## config.mk

```make
export PLATFORM = sky130hd
export DESIGN_NAME = fpm_rr_scheduler_flat
export DESIGN_NICKNAME = d
export VERILOG_FILES = /design/src/rtl/fpm_pkg.sv /design/src/rtl/fpm_rr_scheduler_if.sv /design/src/rtl/fpm_rr_scheduler_arbiter.sv /design/src/rtl/fpm_rr_scheduler.sv /design/src/flat_wrapper.sv
export SDC_FILE = /design/constraint.sdc
export NUM_CORES = 1
export LEC_CHECK = 0
export ABC_AREA = 0
export BUFFER_PORTS_ARGS = -buffer_cell sky130_fd_sc_hd__buf_2
export CAP_MARGIN = 20
export CELL_PAD_IN_SITES_DETAIL_PLACEMENT = 0
export CELL_PAD_IN_SITES_GLOBAL_PLACEMENT = 1
export CORE_ASPECT_RATIO = 0.75
export CORE_MARGIN = 8
export CORE_UTILIZATION = 28
export CTS_CLUSTER_DIAMETER = 40
export DETAILED_ROUTE_END_ITERATION = 12
export PLACE_DENSITY_LB_ADDON = 0.2
export SLEW_MARGIN = 10
export SYNTH_ARGS = -nofsm -noshare
export SYNTH_HDL_FRONTEND = slang
export SYNTH_HIERARCHICAL = 1
export SYNTH_SLANG_ARGS = --single-unit
```

## constraint.sdc

```tcl
create_clock -name clk -period 3 [get_ports clk]
set_input_delay 0.3 -clock clk [delete_from_list [all_inputs] [get_ports clk]]
set_output_delay 0.3 -clock clk [all_outputs]
set_load 0.05 [all_outputs]
```

## src/rtl/fpm_pkg.sv

```systemverilog
// Shared definitions for the floating-point multiplier scheduler:
// IEEE-754 single-precision field widths, special-value constants,
// the scheduler state encoding and operand classification helpers.
package fpm_pkg;

  localparam int FP_W  = 32;
  localparam int EXP_W = 8;
  localparam int MAN_W = 23;

  localparam logic [FP_W-1:0] FP_POS_INF  = 32'h7F80_0000;
  localparam logic [FP_W-1:0] FP_POS_ZERO = 32'h0000_0000;

  typedef enum logic [1:0] {
    IDLE = 2'd0,
    WAIT = 2'd1,
    RESP = 2'd2
  } state_e;

  // True for +/- infinity: all-ones exponent with an empty mantissa.
  function automatic logic is_inf(input logic [FP_W-1:0] x);
    return (x[FP_W-2 -: EXP_W] == '1) && (x[MAN_W-1:0] == '0);
  endfunction

  // True for +/- zero: zero exponent with an empty mantissa.
  function automatic logic is_zero(input logic [FP_W-1:0] x);
    return (x[FP_W-2 -: EXP_W] == '0) && (x[MAN_W-1:0] == '0);
  endfunction

endpackage

```

## src/rtl/fpm_rr_scheduler_if.sv

```systemverilog
// Bundle of request, multiplier and response signals of the scheduler.
// The slave modport is the scheduler's view; the master modport is the
// view of whatever surrounds it (clients plus the multiplier core).
interface fpm_rr_scheduler_if #(
  parameter int N   = 4,
  parameter int IDW = $clog2(N)
);
  import fpm_pkg::*;

  logic [N-1:0]      req_valid;
  logic [N-1:0]      req_ready;
  logic [N*FP_W-1:0] req_a;
  logic [N*FP_W-1:0] req_b;
  logic [FP_W-1:0]   mul_a;
  logic [FP_W-1:0]   mul_b;
  logic [FP_W-1:0]   mul_p;
  logic              rsp_valid;
  logic              rsp_ready;
  logic [FP_W-1:0]   rsp_data;
  logic [IDW-1:0]    rsp_id;
  logic              busy;

  modport slave (
    input  req_valid, req_a, req_b, mul_p, rsp_ready,
    output req_ready, mul_a, mul_b, rsp_valid, rsp_data, rsp_id, busy
  );

  modport master (
    output req_valid, req_a, req_b, mul_p, rsp_ready,
    input  req_ready, mul_a, mul_b, rsp_valid, rsp_data, rsp_id, busy
  );

endinterface

```

## src/rtl/fpm_rr_scheduler_arbiter.sv

```systemverilog
// Combinational round-robin arbiter. Searches last+1 ... last+N (mod N)
// and grants the first active request. Holds no state, so any shared unit
// can pair it with its own pointer register.
module rr_arbiter #(
  parameter int N   = 4,
  parameter int IDW = $clog2(N)
) (
  input  logic [N-1:0]   req_i,
  input  logic [IDW-1:0] last_i,
  output logic [N-1:0]   gnt_o,
  output logic [IDW-1:0] idx_o,
  output logic           any_o
);

  logic [IDW-1:0] cand;

  // Walk the rotated priority order and stop at the first request seen.
  always_comb begin
    // NOTE: every output of a combinational block gets a default before any
    // conditional assignment; a path that leaves one unassigned infers a latch.
    gnt_o = '0;
    idx_o = '0;
    any_o = 1'b0;
    cand  = '0;
    for (int k = 1; k <= N; k++) begin
      cand = IDW'((int'(last_i) + k) % N);
      if (!any_o && req_i[cand]) begin
        gnt_o[cand] = 1'b1;
        idx_o       = cand;
        any_o       = 1'b1;
      end
    end
  end

endmodule

```

## src/rtl/fpm_rr_scheduler.sv

```systemverilog
// Round-robin scheduler sharing one single-precision multiplier between N
// requesters. One operation in flight: the granted operands are held on
// mul_a/mul_b for LATENCY cycles, then mul_p is captured and returned with
// the requester id on a valid/ready response port.
// Optional feature FPM_SPECIAL_BYPASS_EN: infinity/zero operands are
// answered directly from IDLE without using the multiplier.
module fpm_rr_scheduler
  import fpm_pkg::*;
#(
  parameter int N       = 4,
  parameter int LATENCY = 2,
  parameter int IDW     = $clog2(N)
) (
  input  logic               clk,
  input  logic               rst,
  fpm_rr_scheduler_if.slave  bus
);

  localparam int             CNT_W    = (LATENCY > 1) ? $clog2(LATENCY) : 1;
  localparam logic [CNT_W-1:0] CNT_LOAD = CNT_W'(LATENCY - 1);

  state_e          state_q, state_d;
  logic [CNT_W-1:0] cnt_q, cnt_d;
  logic [IDW-1:0]  last_q, last_d;
  logic [FP_W-1:0] mul_a_q, mul_a_d;
  logic [FP_W-1:0] mul_b_q, mul_b_d;
  logic            rsp_valid_q, rsp_valid_d;
  logic [FP_W-1:0] rsp_data_q, rsp_data_d;
  logic [IDW-1:0]  rsp_id_q, rsp_id_d;

  logic [N-1:0]    gnt;
  logic [IDW-1:0]  gnt_idx;
  logic            gnt_any;
  logic [FP_W-1:0] a_sel, b_sel;
  logic            bypass_hit;
  logic [FP_W-1:0] bypass_res;

  rr_arbiter #(.N(N), .IDW(IDW)) u_arb (
    .req_i  (bus.req_valid),
    .last_i (last_q),
    .gnt_o  (gnt),
    .idx_o  (gnt_idx),
    .any_o  (gnt_any)
  );

  // Operand mux: the grant is one-hot, so OR-ing the selected lanes is exact.
  always_comb begin
    a_sel = '0;
    b_sel = '0;
    for (int i = 0; i < N; i++) begin
      if (gnt[i]) begin
        a_sel = a_sel | bus.req_a[i*FP_W +: FP_W];
        b_sel = b_sel | bus.req_b[i*FP_W +: FP_W];
      end
    end
  end

`ifdef FPM_SPECIAL_BYPASS_EN
  // Classify the granted operands; infinity takes precedence over zero.
  always_comb begin
    bypass_hit = 1'b0;
    bypass_res = FP_POS_ZERO;
    if (is_inf(a_sel) || is_inf(b_sel)) begin
      bypass_hit = 1'b1;
      bypass_res = FP_POS_INF;
    end else if (is_zero(a_sel) || is_zero(b_sel)) begin
      bypass_hit = 1'b1;
      bypass_res = FP_POS_ZERO;
    end
  end
`else
  assign bypass_hit = 1'b0;
  assign bypass_res = FP_POS_ZERO;
`endif

  // Next-state logic: arbitration in IDLE, latency count in WAIT,
  // response hold in RESP.
  always_comb begin
    state_d     = state_q;
    cnt_d       = cnt_q;
    last_d      = last_q;
    mul_a_d     = mul_a_q;
    mul_b_d     = mul_b_q;
    rsp_valid_d = rsp_valid_q;
    rsp_data_d  = rsp_data_q;
    rsp_id_d    = rsp_id_q;
    unique case (state_q)
      IDLE: begin
        if (gnt_any) begin
          last_d   = gnt_idx;
          rsp_id_d = gnt_idx;
          if (bypass_hit) begin
            // Multiplier inputs are left untouched on the bypass path.
            rsp_data_d  = bypass_res;
            rsp_valid_d = 1'b1;
            state_d     = RESP;
          end else begin
            mul_a_d = a_sel;
            mul_b_d = b_sel;
            cnt_d   = CNT_LOAD;
            state_d = WAIT;
          end
        end
      end
      WAIT: begin
        if (cnt_q == '0) begin
          rsp_data_d  = bus.mul_p;
          rsp_valid_d = 1'b1;
          state_d     = RESP;
        end else begin
          cnt_d = cnt_q - CNT_W'(1);
        end
      end
      RESP: begin
        if (bus.rsp_ready) begin
          rsp_valid_d = 1'b0;
          state_d     = IDLE;
        end
      end
      default: state_d = IDLE;
    endcase
  end

  // State register with synchronous reset; an in-flight operation is dropped.
  always_ff @(posedge clk) begin
    // NOTE: sequential state uses non-blocking assignments so every register
    // samples the pre-edge values regardless of statement order.
    if (rst) begin
      // NOTE: all registers here drive visible outputs or steer control, so
      // every one of them is reset, including the operand and data registers.
      state_q     <= IDLE;
      cnt_q       <= '0;
      last_q      <= IDW'(N - 1);
      mul_a_q     <= '0;
      mul_b_q     <= '0;
      rsp_valid_q <= 1'b0;
      rsp_data_q  <= FP_POS_ZERO;
      rsp_id_q    <= '0;
    end else begin
      state_q     <= state_d;
      cnt_q       <= cnt_d;
      last_q      <= last_d;
      mul_a_q     <= mul_a_d;
      mul_b_q     <= mul_b_d;
      rsp_valid_q <= rsp_valid_d;
      rsp_data_q  <= rsp_data_d;
      rsp_id_q    <= rsp_id_d;
    end
  end

  assign bus.req_ready = (state_q == IDLE && !rst) ? gnt : '0;
  assign bus.mul_a     = mul_a_q;
  assign bus.mul_b     = mul_b_q;
  assign bus.rsp_valid = rsp_valid_q;
  assign bus.rsp_data  = rsp_data_q;
  assign bus.rsp_id    = rsp_id_q;
  assign bus.busy      = (state_q != IDLE);

endmodule

```

## src/flat_wrapper.sv

```systemverilog
// flat-port wrapper written by rule: the top's interface ports become plain ports
module fpm_rr_scheduler_flat import fpm_pkg::*;
#(
  parameter int N       = 4,
  parameter int LATENCY = 2,
  parameter int IDW     = $clog2(N)
)
  (clk, rst, bus_req_valid, bus_req_a, bus_req_b, bus_mul_p, bus_rsp_ready, bus_req_ready, bus_mul_a, bus_mul_b, bus_rsp_valid, bus_rsp_data, bus_rsp_id, bus_busy);
  fpm_rr_scheduler_if #(.N(N), .IDW(IDW)) bus_i ();
  input  logic clk;
  input  logic rst;
  input wire logic [$bits(bus_i.req_valid)-1:0] bus_req_valid;
  input wire logic [$bits(bus_i.req_a)-1:0] bus_req_a;
  input wire logic [$bits(bus_i.req_b)-1:0] bus_req_b;
  input wire logic [$bits(bus_i.mul_p)-1:0] bus_mul_p;
  input wire logic [$bits(bus_i.rsp_ready)-1:0] bus_rsp_ready;
  output wire logic [$bits(bus_i.req_ready)-1:0] bus_req_ready;
  output wire logic [$bits(bus_i.mul_a)-1:0] bus_mul_a;
  output wire logic [$bits(bus_i.mul_b)-1:0] bus_mul_b;
  output wire logic [$bits(bus_i.rsp_valid)-1:0] bus_rsp_valid;
  output wire logic [$bits(bus_i.rsp_data)-1:0] bus_rsp_data;
  output wire logic [$bits(bus_i.rsp_id)-1:0] bus_rsp_id;
  output wire logic [$bits(bus_i.busy)-1:0] bus_busy;
  assign bus_i.req_valid = bus_req_valid;
  assign bus_i.req_a = bus_req_a;
  assign bus_i.req_b = bus_req_b;
  assign bus_i.mul_p = bus_mul_p;
  assign bus_i.rsp_ready = bus_rsp_ready;
  assign bus_req_ready = bus_i.req_ready;
  assign bus_mul_a = bus_i.mul_a;
  assign bus_mul_b = bus_i.mul_b;
  assign bus_rsp_valid = bus_i.rsp_valid;
  assign bus_rsp_data = bus_i.rsp_data;
  assign bus_rsp_id = bus_i.rsp_id;
  assign bus_busy = bus_i.busy;
  fpm_rr_scheduler #(.N(N), .LATENCY(LATENCY), .IDW(IDW)) u_core (.clk(clk), .rst(rst), .bus(bus_i));
endmodule
```

# Word-level counts from Yosys, hierarchy flattened
# Cells that the tools add are included.
# Widths: inputs -> output; s select.
# totals
regBits	104
output_inout_bits	104
input_bits	295
word_cells	104
# op_classes
mux	47
bitwise_logic	10
n_reduce_logical	21
eq_ne	5
n_lt_le_gt_ge	8
add_sub_neg	5
# ops
op	n
$mux 32	8
$or 32x32->32	6
$mux 4	5
$mux 1	16
$mux 2	7
$lt 2x3->1 const B	4
$or 4x4->4	3
$bmux 1 s2	4
$demux 1 s2	4
$ge 2x1->1 const B	4
$logic_and 1x1->1	8
$pmux 2 s3	1
$reduce_and 2->1	3
$reduce_and 3->1	2
$reduce_bool 2->1	3
$add 2x1->2 const B	2
$add 2x2->2 const B	2
$logic_not 1->1	4
$ne 2x2->1 const B	2
$pmux 1 s2	2
$eq 2x1->1 const B	1
$eq 2x2->1 const B	1
$logic_not 2->1	1
$ne 2x1->1 const B	1
2 further kinds	2

# Longest topological paths before layout
# logic_depth
word_depth	20
mapped_depth	12
ltp_nobuf	8

# Modules after synthesis
# Netlist, hierarchy kept.
# by_module_without_submodules
mod	instances	seq_area_each_um2	area_per_inst_um2	cells_each
fpm_rr_scheduler	1	2082.0	4848.4	553
rr_arbiter	1	0.0	525.5	68

# Least setup slack after synthesis
# Ideal clock, no wire load.
# synth_timing
path_type	register to output
from	reg u_core.last_q[0]
to	out bus_req_ready[3]
path_slack_ps	-12
n_path_buf	4
arrival_time_ps	2712
t_required_ps	2700
stages_incl_launch_ff	12
path_cell_list	dfxtp_1 -> buf_4 -> inv_2 -> ha_1 -> buf_6 -> mux2i_4 -> nand2_1 -> o21ai_1 -> a221o_1 -> clkbuf_1 -> clkbuf_1 -> and2_1
# synth_via
elab_chain_cells	14
word_cells_on_any_way	49
cone_classes	4 x add/sub; 8 x order compare; 24 x mux; 3 x bitwise; 10 x reduce/logical
# synth_rtl
item	line	text
start: declaration	fpm_rr_scheduler.sv:24	logic [IDW-1:0] last_q, last_d;
start signal: assignment	fpm_rr_scheduler.sv:133	last_q <= IDW'(N - 1);
start signal: assignment	fpm_rr_scheduler.sv:142	last_q <= last_d;
branches (longest 12 deep; another with $lt 2x3->1)	-	
$mux 4 (*)	fpm_rr_scheduler_arbiter.sv:27	if (!any_o && req_i[cand]) begin
net u_core.gnt[3]	fpm_rr_scheduler.sv:31	logic [N-1:0] gnt;
$mux 4 (*)	fpm_rr_scheduler.sv:151	assign bus.req_ready = (state_q == IDLE && !rst) ? gnt : '0;
end: declaration	flat_wrapper.sv:17	output wire logic [$bits(bus_i.req_ready)-1:0] bus_req_ready;
# Mark *: on every way through the listed nets, which the timed path passes. The select of a mux whose other input is x is not followed.

# Final worst setup path
# Same ends and word-level chain as after synthesis.

==> run metrics <==
run status=completed; VDD IR max=0.4071 mV; critical path required time=2700 ps; reg2reg start=u_core/last_q[0]; port buffer count=398; number of detailed-route iterations in the first pass=5; layout overhead on the synthesized area=46.50%; endpoint of the worst hold path=u_core/bus.rsp_data[26]; max_slew headroom=47.79%; post-detailed-route DRC marker count=0; ratio of routed vias to standard cells=5.087; mean cell area of the mapped netlist=8.654 µm²; half-perimeter wire length of the detailed placement result=20070 µm; launch point of the worst hold path=bus_mul_p[26]; number of instances in the synthesized netlist=621; clock buffer depth=2; final instance area=7873 µm²; mapped cell area=5374 µm²; placeable core region=19100 µm²; Power Dens Cells=856.7 nW/µm²; count of warnings emitted by yosys=6; count of nets left with antenna violations after detail routing=0; pin count of the biggest net entering global routing=71; leading register cell type out of synthesis=dfxtp_1; cell-by-cell listing of the critical path=buf_4 > mux4_2 > a211oi_4 > a221o_2 > and2_2 > buf_2; data arrival time at the worst-slack endpoint=2570 ps; Post-Route Hold Slack=177.0 ps; number of distinct standard cells referenced by the synthesized netlist=41; number of nets in the synthesized netlist=924; vias after detailed routing=6318; Diodes inserted=0; Max stage delay on crit path=620 ps; sequential-to-total area share from yosys stat=38.74%; slew at the pin with the worst max-slew slack=783.2 ps; CTS hold repair buffers=0; synthesis-stage register bit count=104; vias in the first global route=6151; register-to-register path setup slack=260 ps; initial antenna violation count=1; simple-gate area share of the yosys netlist=13.06%; DR iter-0 viols=465; clock latency on the worst-skew pair=350 ps; placement row count=44; f_max=347.9 MHz; instance area at placement=7530 µm²; FF-to-FF path depth=9; RSZ-0062 raised after global routing=no; H-Tree Depth=3; number of clock sinks seen by CTS=104; largest driver fanout on the critical path=12; critical path type=reg -> out; post-synthesis share of cell area spent on xor and xnor gates=0%; terminus of the critical flop-to-flop path=u_core/bus.mul_b[26]; Synth Area in Adders=1.863%; Max Slew Vio Count=0; number of flops mapped to enable cells by yosys=0; P_leak=3.662 nW; Initial Util=28.13%; asr flop ratio synth=0%; drt wl/cell=20.87 µm; IO Pins=399; global route overflow=0; clock tree skew after final layout=7.549 ps; final net count=1287; main combinational cell family by area after synthesis=compound AO/OA/AOI/OAI gates; clock tree from TritonCTS=built; share of the cycle needed by the critical path after routing=95.82%; Final GP Congestion=0.8162; synthesized-area fraction occupied by ao, oa, aoi and oai cells=38.25%; CTS buffer count=9; source of the critical timing path=u_core/last_q[0]; kind of capture point of the worst setup path=output port; worst hold path stage count=3; post-route minimum period=2875 ps; width of the chip=176.0 µm; clock transition at the register clock pins on the worst setup and hold paths after CTS=80 ps; Sum Neg Setup Slack=0 ps; Tot GR Track Use=20.38%; wire length of the first global-routing pass=37970 µm; number of hold violations in the final report=0; total die area=23930 µm²; die height=136.0 µm; type of element launching the critical path=flop; final setup violation count=0; mux cell area share after synthesis=1.397%; number of maximum-capacitance constraint violations=0; slowest library cell on the worst path=mux4_2; clock tree root buffer cell=clkbuf_16; Hold WC Path Type=in -> reg; share of cells above drive strength 1=48.13%; total wirelength of the detailed-routed design=25920 µm
cell families after synthesis:
group | Yosys count
fa+ha+maj | 8
simple gates | 172
compound gates | 258
buf+inv | 74
mux | 5
flops | 104
area by class of cell:
class	instances	area [µm²]
Clock buffer	9	225.2
Clock inverter	7	86.33
Fill cell	2026	11230
Inverter	6	22.52
Multi-Input combinational cell	443	2954
Sequential cell	104	2083
Tap cell	253	316.6
Timing Repair Buffer	420	2185
placed cells by master, fill, tap and decap left out, types with 3 or more instances in the layout:
| cell | Yosys | routed |
|---|---|---|
| a211oi_1 | 66 | 66 |
| a21oi_1 | 41 | 41 |
| a221o_2 | 0 | 4 |
| a221oi_1 | 45 | 45 |
| a221oi_2 | 21 | 21 |
| a22oi_1 | 64 | 64 |
| buf_2 | 8 | 397 |
| buf_4 | 5 | 21 |
| clkbuf_16 | 0 | 9 |
| dfxtp_1 | 104 | 103 |
| ha_1 | 8 | 8 |
| inv_1 | 5 | 5 |
| mux2i_1 | 3 | 3 |
| nand2_1 | 82 | 82 |
| nor2_1 | 72 | 72 |
| o21ai_0 | 4 | 4 |
| o21ai_1 | 5 | 5 |
worst max-delay path by stage:
stage / cells past startpoint / end
after floorplan: 11 / bus_req_ready[0]
after global placement: 7 / u_core/bus.mul_b[19]
after detailed placement: 7 / u_core/bus.mul_a[31]
after CTS: 6 / bus_req_ready[1]
after global routing: 7 / bus_req_ready[3]
final: 6 / bus_req_ready[3]
timing repair:
item | in CTS | in global routing
gates resized for setup | 0 | 1
buffers inserted | 2 | 2
pin swaps | 1 | 2
setup endpoints to repair | 1 | 18
power by group:
group	internal (mW)	switching, mW	total, mW
sequential	1.67	0.149	1.82
combinational	1.13	2.52	3.65
clock	0.669	0.607	1.28
stage by stage:
step / setup slack (ps) / power, mW / utilization [%] / cells
6_report: 125.5 / 6.744 / 41.21 / 1242
4_1_cts: 0.8773 / 6.807 / 41.13 / 1240
3_3_place_gp: 183.7 / 5.484 / 39.42 / 1222
5_1_grt: 2.071 / 7.154 / 41.21 / 1242
3_5_place_dp: 144.0 / 5.485 / 39.42 / 1222
2_1_floorplan: 44.79 / 4.426 / - / 621
critical path, delay by kind of cell, from the launching register on:
kind | cells | cell delay (ps)
AOI/OAI and AO/OA | 2 | 560
buffers and inverters | 2 | 480
DFF | 1 | 390
muxes | 1 | 620
and+or+nand+nor | 1 | 170
Yosys cell counts (all sizes together) (2+ instances only):
library cell,instances,area [µm²]
dfxtp,104,2082
nand2,82,307.8
nor2,73,276.5
a211oi,67,515.5
a221oi,66,709.4
a22oi,64,480.5
a21oi,42,214.0
clkbuf,41,153.9
buf,27,182.7
o21ai,9,45.04
ha,8,100.1
inv,6,22.52
a221o,4,40.04
and2,4,25.02
mux2i,4,52.55
or3b,3,26.28
a21boi,2,15.01
nor2b,2,12.51
nor3,2,10.01
nor3b,2,20.02
layer usage:
layer  part of all wire, %  GRT usage [%]  up-vias
met2                    51          36.03      228
met3                   6.1          4.913       18
met4                   1.3          4.556        2
li1                      -              -     3091
met5                 0.050              0        -
met1                    42          24.70     2979
state kept, by name (all words and copies together) (netlist names):
| signal | count |
|---|---|
| u_core/bus.mul_a | 32 |
| u_core/bus.mul_b | 32 |
| u_core/bus.rsp_data | 32 |
| u_core/bus.rsp_id | 2 |
| u_core/bus.rsp_valid | 1 |
| u_core/cnt_q | 1 |
| u_core/last_q | 2 |
| u_core/state_q | 2 |
No activity file was read; power rests on OpenSTA's default activity.
